--- src/rtl/decode_fetch_sequencer.sv ---
// Byte-serial x86 front end: strips legacy prefixes, detects the 0x0F escape and
// packs the remaining body bytes into one instruction per valid/ready handshake.
module decode_fetch_sequencer #(
    parameter int MAX_LEN    = 15,
    parameter int BODY_BYTES = 11
) (
    input  logic                    clk,
    input  logic                    rst,
    input  logic                    in_valid,
    output logic                    in_ready,
    input  logic [7:0]              in_byte,
    input  logic                    in_last,
    output logic                    out_valid,
    input  logic                    out_ready,
    output logic [8*BODY_BYTES-1:0] unescaped_instr,
    output logic                    is_2byte,
    output logic                    pfx_opsize,
    output logic                    pfx_addrsize,
    output logic                    pfx_lock,
    output logic [1:0]              pfx_rep,
    output logic [2:0]              pfx_seg,
    output logic [3:0]              instr_len,
    output logic                    err
);
    localparam int CW = $clog2(BODY_BYTES + 1);

    typedef enum logic [1:0] {S_PFX, S_BODY, S_DRAIN, S_HOLD} state_e;

    state_e                         state_q, state_d;
    logic [BODY_BYTES-1:0][7:0]     body_q, body_d;
    logic [CW-1:0]                  cnt_q, cnt_d;
    logic [3:0]                     len_q, len_d;
    logic                           err_q, err_d, esc_q, esc_d;
    logic                           os_q, os_d, as_q, as_d, lk_q, lk_d;
    logic [1:0]                     rep_q, rep_d;
    logic [2:0]                     seg_q, seg_d;
    logic                           acc, out_xfer, is_pfx, is_esc, over_cnt, bad_now;

    assign acc      = in_valid && in_ready;
    assign out_xfer = out_valid && out_ready;
    assign is_esc   = (in_byte == 8'h0F);

    always_comb begin
        is_pfx = 1'b0;
        case (in_byte)
            8'h66, 8'h67, 8'hF0, 8'hF2, 8'hF3,
            8'h26, 8'h2E, 8'h36, 8'h3E, 8'h64, 8'h65: is_pfx = 1'b1;
            default: ;
        endcase
    end

    // A byte is bad if it is the (MAX_LEN+1)th, overflows the body buffer,
    // or ends the instruction before any opcode byte was seen.
    assign over_cnt = (len_q == 4'(MAX_LEN)) ||
                      (state_q == S_BODY && cnt_q == CW'(BODY_BYTES));
    assign bad_now  = acc && (state_q != S_DRAIN) &&
                      (over_cnt || (state_q == S_PFX && in_last && (is_pfx || is_esc)));

    always_ff @(posedge clk or posedge rst) begin
        if (rst) begin
            state_q <= S_PFX;
            body_q  <= '0;
            cnt_q   <= '0;
            len_q   <= '0;
            err_q   <= 1'b0;
            esc_q   <= 1'b0;
            os_q    <= 1'b0;
            as_q    <= 1'b0;
            lk_q    <= 1'b0;
            rep_q   <= '0;
            seg_q   <= '0;
        end else begin
            state_q <= state_d;
            body_q  <= body_d;
            cnt_q   <= cnt_d;
            len_q   <= len_d;
            err_q   <= err_d;
            esc_q   <= esc_d;
            os_q    <= os_d;
            as_q    <= as_d;
            lk_q    <= lk_d;
            rep_q   <= rep_d;
            seg_q   <= seg_d;
        end
    end

    always_comb begin
        state_d = state_q;
        case (state_q)
            S_PFX, S_BODY, S_DRAIN: begin
                if (acc) begin
                    if (in_last)                          state_d = S_HOLD;
                    else if (bad_now)                     state_d = S_DRAIN;
                    else if (state_q == S_PFX && !is_pfx) state_d = S_BODY;
                end
            end
            S_HOLD:  if (out_xfer) state_d = S_PFX;
            default: state_d = S_PFX;
        endcase
    end

    always_comb begin
        body_d = body_q;
        cnt_d  = cnt_q;
        len_d  = len_q;
        err_d  = err_q;
        esc_d  = esc_q;
        os_d   = os_q;
        as_d   = as_q;
        lk_d   = lk_q;
        rep_d  = rep_q;
        seg_d  = seg_q;
        if (out_xfer) begin
            body_d = '0;
            cnt_d  = '0;
            len_d  = '0;
            err_d  = 1'b0;
            esc_d  = 1'b0;
            os_d   = 1'b0;
            as_d   = 1'b0;
            lk_d   = 1'b0;
            rep_d  = '0;
            seg_d  = '0;
        end else if (acc) begin
            if (len_q != 4'd15) len_d = len_q + 4'd1;
            if (bad_now) begin
                err_d = 1'b1;
            end else if (state_q == S_PFX) begin
                if (is_pfx) begin
                    case (in_byte)
                        8'h66:   os_d  = 1'b1;
                        8'h67:   as_d  = 1'b1;
                        8'hF0:   lk_d  = 1'b1;
                        8'hF3:   rep_d = 2'd1;
                        8'hF2:   rep_d = 2'd2;
                        8'h26:   seg_d = 3'd1;
                        8'h2E:   seg_d = 3'd2;
                        8'h36:   seg_d = 3'd3;
                        8'h3E:   seg_d = 3'd4;
                        8'h64:   seg_d = 3'd5;
                        default: seg_d = 3'd6;
                    endcase
                end else if (is_esc) begin
                    esc_d = 1'b1;
                end else begin
                    body_d[0] = in_byte;
                    cnt_d     = CW'(1);
                end
            end else if (state_q == S_BODY) begin
                for (int k = 0; k < BODY_BYTES; k++)
                    if (cnt_q == CW'(k)) body_d[k] = in_byte;
                cnt_d = cnt_q + CW'(1);
            end
        end
    end

    always_comb begin
        in_ready  = (state_q != S_HOLD);
        out_valid = (state_q == S_HOLD);
    end

    assign unescaped_instr = body_q;
    assign is_2byte        = esc_q;
    assign pfx_opsize      = os_q;
    assign pfx_addrsize    = as_q;
    assign pfx_lock        = lk_q;
    assign pfx_rep         = rep_q;
    assign pfx_seg         = seg_q;
    assign instr_len       = len_q;
    assign err             = err_q;
endmodule

--- config.mk ---
export PLATFORM = sky130hd
export DESIGN_NAME = decode_fetch_sequencer
export DESIGN_NICKNAME = d
export VERILOG_FILES = /design/src/rtl/decode_fetch_sequencer.sv
export SDC_FILE = /design/constraint.sdc
export NUM_CORES = 1
export LEC_CHECK = 0
export CAP_MARGIN = 20
export CORE_UTILIZATION = 49
export DETAILED_ROUTE_END_ITERATION = 6
export MAX_ROUTING_LAYER = met4
export PLACE_DENSITY_LB_ADDON = 0.08
export SYNTH_ARGS = -nofsm -noshare
export SYNTH_HDL_FRONTEND = slang
export SYNTH_SLANG_ARGS = --single-unit
--- constraint.sdc ---
create_clock -name clk -period 4.4 [get_ports clk]
set_input_delay 0.66 -clock clk [delete_from_list [all_inputs] [get_ports clk]]
set_output_delay 0.66 -clock clk [all_outputs]
set_load 0.02 [all_outputs]
# After elaboration in Yosys (flattened, before gate mapping)
# Index checks and enable logic that the tools add are counted.
# totals
out_inout_bits	104
ramBits	0
romBits	0
latch_bits	0
inputBits	13
memories	0
regBits	108
# classes
order_cmp	0
shifts	0
reduce_logical	61
div_mod_pow	0
n_eq_ne	39
mux	75
bitwise	0
n_addsub	2
multipliers	0
# op_table
operator	count
88-bit 2-to-1 mux	4
8-bit 2-to-1 mux	14
5-bit AND reduction	17
80-bit 2-to-1 mux	1
4-bit 2-to-1 mux	10
2-bit nonzero test	20
8-bit by 6-bit equality test with 1-bit output, second input constant	4
8-bit by 7-bit equality test with 1-bit output, second input constant	4
1-bit 2-to-1 mux	28
8-bit equality test, second input constant	3
4-bit equality test, second input constant	5
2-bit 2-to-1 mux	10
3-bit case mux with 6 select lines	1
4-bit by 3-bit equality test with 1-bit output, second input constant	4
3-bit 2-to-1 mux	5
2-bit inequality test, second input constant	6
11-bit OR reduction	1
3-bit nonzero test	3
4-bit by 1-bit adder with 4-bit output, second input constant	2
4-bit by 2-bit equality test with 1-bit output, second input constant	2
8-bit by 4-bit equality test with 1-bit output, second input constant	1
1-bit logical AND	8
4-bit inequality test, second input constant	2
2-bit case mux with 2 select lines	2
other kinds (14)	20

# Longest topological paths before layout
# logic_depth
depth_word	11
mapped_depth	7

# Least setup slack after synthesis
# OpenSTA, ideal clock, no wires.
# synth_timing
kind	in2reg
from	input in_valid
to	register seg_q[1] (netlist: pfx_seg[1])
setup_ns	0.125
arrival_time_ns	2.052
path_stages	6
path_buffers	1
setup_slack_ns	2.224
path_cell_list	buf_2 > or3b_2 > nand2_1 > o311ai_0 > a21oi_2 > mux2_2
# synth_via
elab_chain_len	5
word_cells_on_any_way	6
# synth_lines
item	line	source
start, declared	9	input logic in_valid,
1-bit logical AND (*)	39	assign acc = in_valid && in_ready;
1-bit logical AND (2 in series)	56	assign bad_now = acc && (state_q != S_DRAIN) &&
2-bit inequality test (no line)	-	
5-bit AND reduction (no line) (*)	-	
end signal, assigned	83	seg_q <= seg_d;
end, declared	36	logic [2:0] seg_q, seg_d;
# Every way passes the cells marked *; elsewhere a longest branch is shown, timed or not.
# A chain may end at the register's enable or synchronous reset.

# Worst setup path after layout
# layout_timing
from	input in_byte[6]
to	register seg_q[1] (netlist: pfx_seg[1])
# layout_via
elab_chain_len	9
word_cells_on_any_way	29
# layout_lines
item	line	source
start, declared	11	input logic [7:0] in_byte,
parallel branches: the longest is 9 deep, another holds 8-bit equality test	-	
# Parallel ways; which one is timed is not known. The select of a mux whose other input is x is not followed.

==> flow_metrics.env <==
export IMPL_setup_viol_count_final=0
export IMPL_dr_pass1_iters=7
export IMPL_synthAdderAreaFrac_pct=1.37
export IMPL_syn_area_per_cell_sq_um=12.2
export IMPL_grt_pass1_vias=3648
export IMPL_cts_root_buf="clkbuf_8"
export IMPL_cts_max_level=3
export IMPL_start_util_pct=51.5
export IMPL_synthTopCellsByArea="dfrtp_1 (59%), a22o_1 (16%), nor3_4 (2.5%), mux2i_1 (2.4%), nand2_1 (2.2%)"
export IMPL_clockBufferDepth=2
export IMPL_synth_main_ff_cell="dfrtp_1"
export IMPL_switching_share_pct=37.3
export IMPL_area_growth_pct=31.6
export IMPL_synth_xor_area_share_pct=0.576
export IMPL_antenna_found_initial=0
export IMPL_synth_cell_area_sq_um=4560
export IMPL_busiest_layer="met1"
export IMPL_synth_top_area_share_pct=59.3
export IMPL_place_gp_congestion=0.893
export IMPL_diodes=0
export IMPL_max_slew_margin_pct=38.6
export IMPL_synth_warnings=0
export IMPL_power_net_switching_uw=1140
export IMPL_arrival_ns=3.14
export IMPL_powerDensity_nw_per_um2=510
export IMPL_cap_viol_max_count=0
export IMPL_post_cts_resized=0
export IMPL_pwr_share_seq_pct=43.8
export IMPL_muxShareOfSynthArea_pct=2.91
export IMPL_layout_drive_gt1_share_pct=7.94
export IMPL_worstPathMaxFanout=14
export IMPL_core_area_sq_um=8850
export IMPL_skew_ns=0.00697
export IMPL_clkSlewWorstSetupHoldPaths_ns=0.10
export IMPL_async_reset_ff_share_pct=100
export IMPL_syn_inst=373
export IMPL_place_detailed_hpwl_um=7900
export IMPL_grtUsageMet3_pct=4.04
export IMPL_yosysMostFrequentCell="dfrtp_1"
export IMPL_yosysTopAreaCell="dfrtp_1"
export IMPL_drc=2
export IMPL_die_y_um=98.5
export IMPL_synth_nets=391
export IMPL_intPower_uw=1920
export IMPL_io_pins=117
export IMPL_end_kind="flip-flop"
export IMPL_crit_type="in2reg"
export IMPL_cts_buffers=9
export IMPL_pwr_share_comb_pct=37.1
export IMPL_layout_setup_ws_ns=1.52
export IMPL_synthSimpleGateAreaFrac_pct=12.7
export IMPL_route_vias_total=3590
export IMPL_synth_edf_count=0
export IMPL_grt_use_met1_pct=40.0
export IMPL_synthTopCellsByCount="dfrtp_1 (108), a22o_1 (84), nand2_1 (27), nor2_1 (27), inv_1 (18)"
export IMPL_rsz0062_at_grt="no"
export IMPL_cts_tree="yes"
export IMPL_cts_num_sinks=108
export IMPL_clkPwrFrac_pct=19.1
export IMPL_clock_fmax_mhz=347
export IMPL_fin_crit_sh_pct=65.6
export IMPL_final_cell_count_no_fill=599
export IMPL_rows=34
export IMPL_grt_max_degree=56
export IMPL_portBuffers=116
export IMPL_drt_iter0_drc=203
export IMPL_gr_usage_met2_pct=38.8
export IMPL_pre_cts_slack_ns=1.17
export IMPL_synth_compound_gate_area_share_pct=20.1
export IMPL_grt_use_total_pct=27.2
export IMPL_grt_pass1_wl_um=19700
export IMPL_slew_viol_final=0
export IMPL_ys_seq_elements=108
export IMPL_synth_cell_type_count=44
export IMPL_status="finished, violations left"
export IMPL_p_leak_uw=0.00269
export IMPL_viasPerCell=5.99
export IMPL_crit_required_ns=4.66
export IMPL_hp_class="reg2reg"
export IMPL_die_x_um=98.5
export IMPL_ctsHoldBuffers=0
export IMPL_dpl_cell_count=584
export IMPL_fin_nets=505
export IMPL_ir_worst_vdd_v=0.000262
export IMPL_wl_per_cell_um=20.1
export IMPL_worstMarginPinSlew_ns=0.919
export IMPL_fin_util_pct=67.8
export IMPL_overflow=0
export IMPL_drtAntennaViolNets=0
export IMPL_routed_wl_um=12100
export IMPL_ys_seq_area_share_pct=59.3
export IMPL_clk_latency_ns=0.36
export IMPL_violations="design-rule violations"
export IMPL_synth_top_family_by_area="compound AO/OA/AOI/OAI gates"
export IMPL_post_cts_buffers=0
export IMPL_hold_viol_final=0
export IMPL_tns_ns=0
export IMPL_die_area_sq_um=9690
export IMPL_min_period_ns=2.88
export IMPL_startpoint_type="primary input"
[per-layer routing]
| layer | share of wire (%) | vias up | wire [um] |
|---|---|---|---|
| li1 | - | 1604 | - |
| met1 | 46 | 1802 | 5530 |
| met2 | 46 | 168 | 5550 |
| met3 | 6.1 | 16 | 737 |
| met4 | 2.0 | 0 | 247 |
| met5 | 0 | - | 0 |
[cell type report]
type                            count  area [sq um]
Tap cell                          108           135
Timing Repair Buffer              120          1190
Sequential cell                   108          2700
Clock buffer                       11           131
Multi-Input combinational cell    230          1720
Clock inverter                      4          51.3
Fill cell                         687          2850
Inverter                           18          70.1
[kinds of logic (layout without fill, tap and decap cells)]
family	count (synthesis)	count (layout)
AO/OA/AOI/OAI	112	112
XOR/XNOR	3	3
adder cells (fa/ha/maj)	5	5
buffers and inverters	35	153
flip-flops	108	108
multiplexers	13	13
AND/OR/NAND/NOR	97	97
[power by group through the flow]
stage	sequential (uW)	clock (uW)	combinational, uW
after floorplan	1480	0	524
after global placement	1350	0	1120
after detailed placement	1350	0	1140
after CTS	1340	590	1140
after global routing	1370	634	1230
final	1340	583	1140
[critical path: stages]
cell and delay, ns:
clkdlybuf4s50_1 0.91, nand3b_1 0.26, nor4_1 0.47, o311ai_0 0.24, a21oi_2 0.23, mux2_2 0.35
[state kept, by name (all words and copies together) (netlist names)]
register         cells
unescaped_instr     88
err                  1
is_2byte             1
pfx_seg              3
pfx_opsize           1
pfx_lock             1
pfx_rep              2
instr_len            4
cnt_q                4
pfx_addrsize         1
state_q              2
[worst paths after layout]
check / from / slack [ns] / endpoint / cells past startpoint
min in group asynchronous: rst / 0.75 / instr_len[0] / 2
worst min register to register: pfx_addrsize / 0.49 / pfx_addrsize / 2
worst max-delay path: in_byte[6] / 1.52 / pfx_seg[1] / 6
worst min-delay path: pfx_addrsize / 0.49 / pfx_addrsize / 2
max in group asynchronous: rst / 2.80 / unescaped_instr[35] / 3
worst max register to register: state_q[0] / 2.02 / pfx_seg[1] / 5
[metrics by stage]
stage | power (uW) | hold slack [ns] | instance area (sq um)
2_1_floorplan | 2000 | 0.555 | 4560
3_3_place_gp | 2470 | 0.462 | 5820
3_5_place_dp | 2490 | 0.475 | 5820
4_1_cts | 3070 | 0.497 | 6000
5_1_grt | 3230 | 0.513 | 6000
6_report | 3060 | 0.486 | 6000
[placed cells by master (no fill, tap or decap), types with 2 or more instances in the layout]
cell,netlist,layout
inv_1,18,17
nor3_4,7,7
clkbuf_1,13,2
dfrtp_1,108,108
clkdlybuf4s50_1,0,116
a22o_1,84,84
nand2b_1,2,2
nor4_1,3,3
nand2_1,27,27
nor2_1,27,26
ha_1,5,5
nor3_1,4,4
xor2_1,2,2
nand4_1,3,3
nand3b_1,2,2
a31oi_1,2,2
clkbuf_8,0,9
and3_1,2,2
mux2_2,2,2
mux2i_1,11,11
buf_4,1,4
o21ai_0,7,7
a211o_1,2,2
nand3_1,6,6
nor2_2,4,5
a21oi_1,9,9
Power figures use the tool's default switching activity.
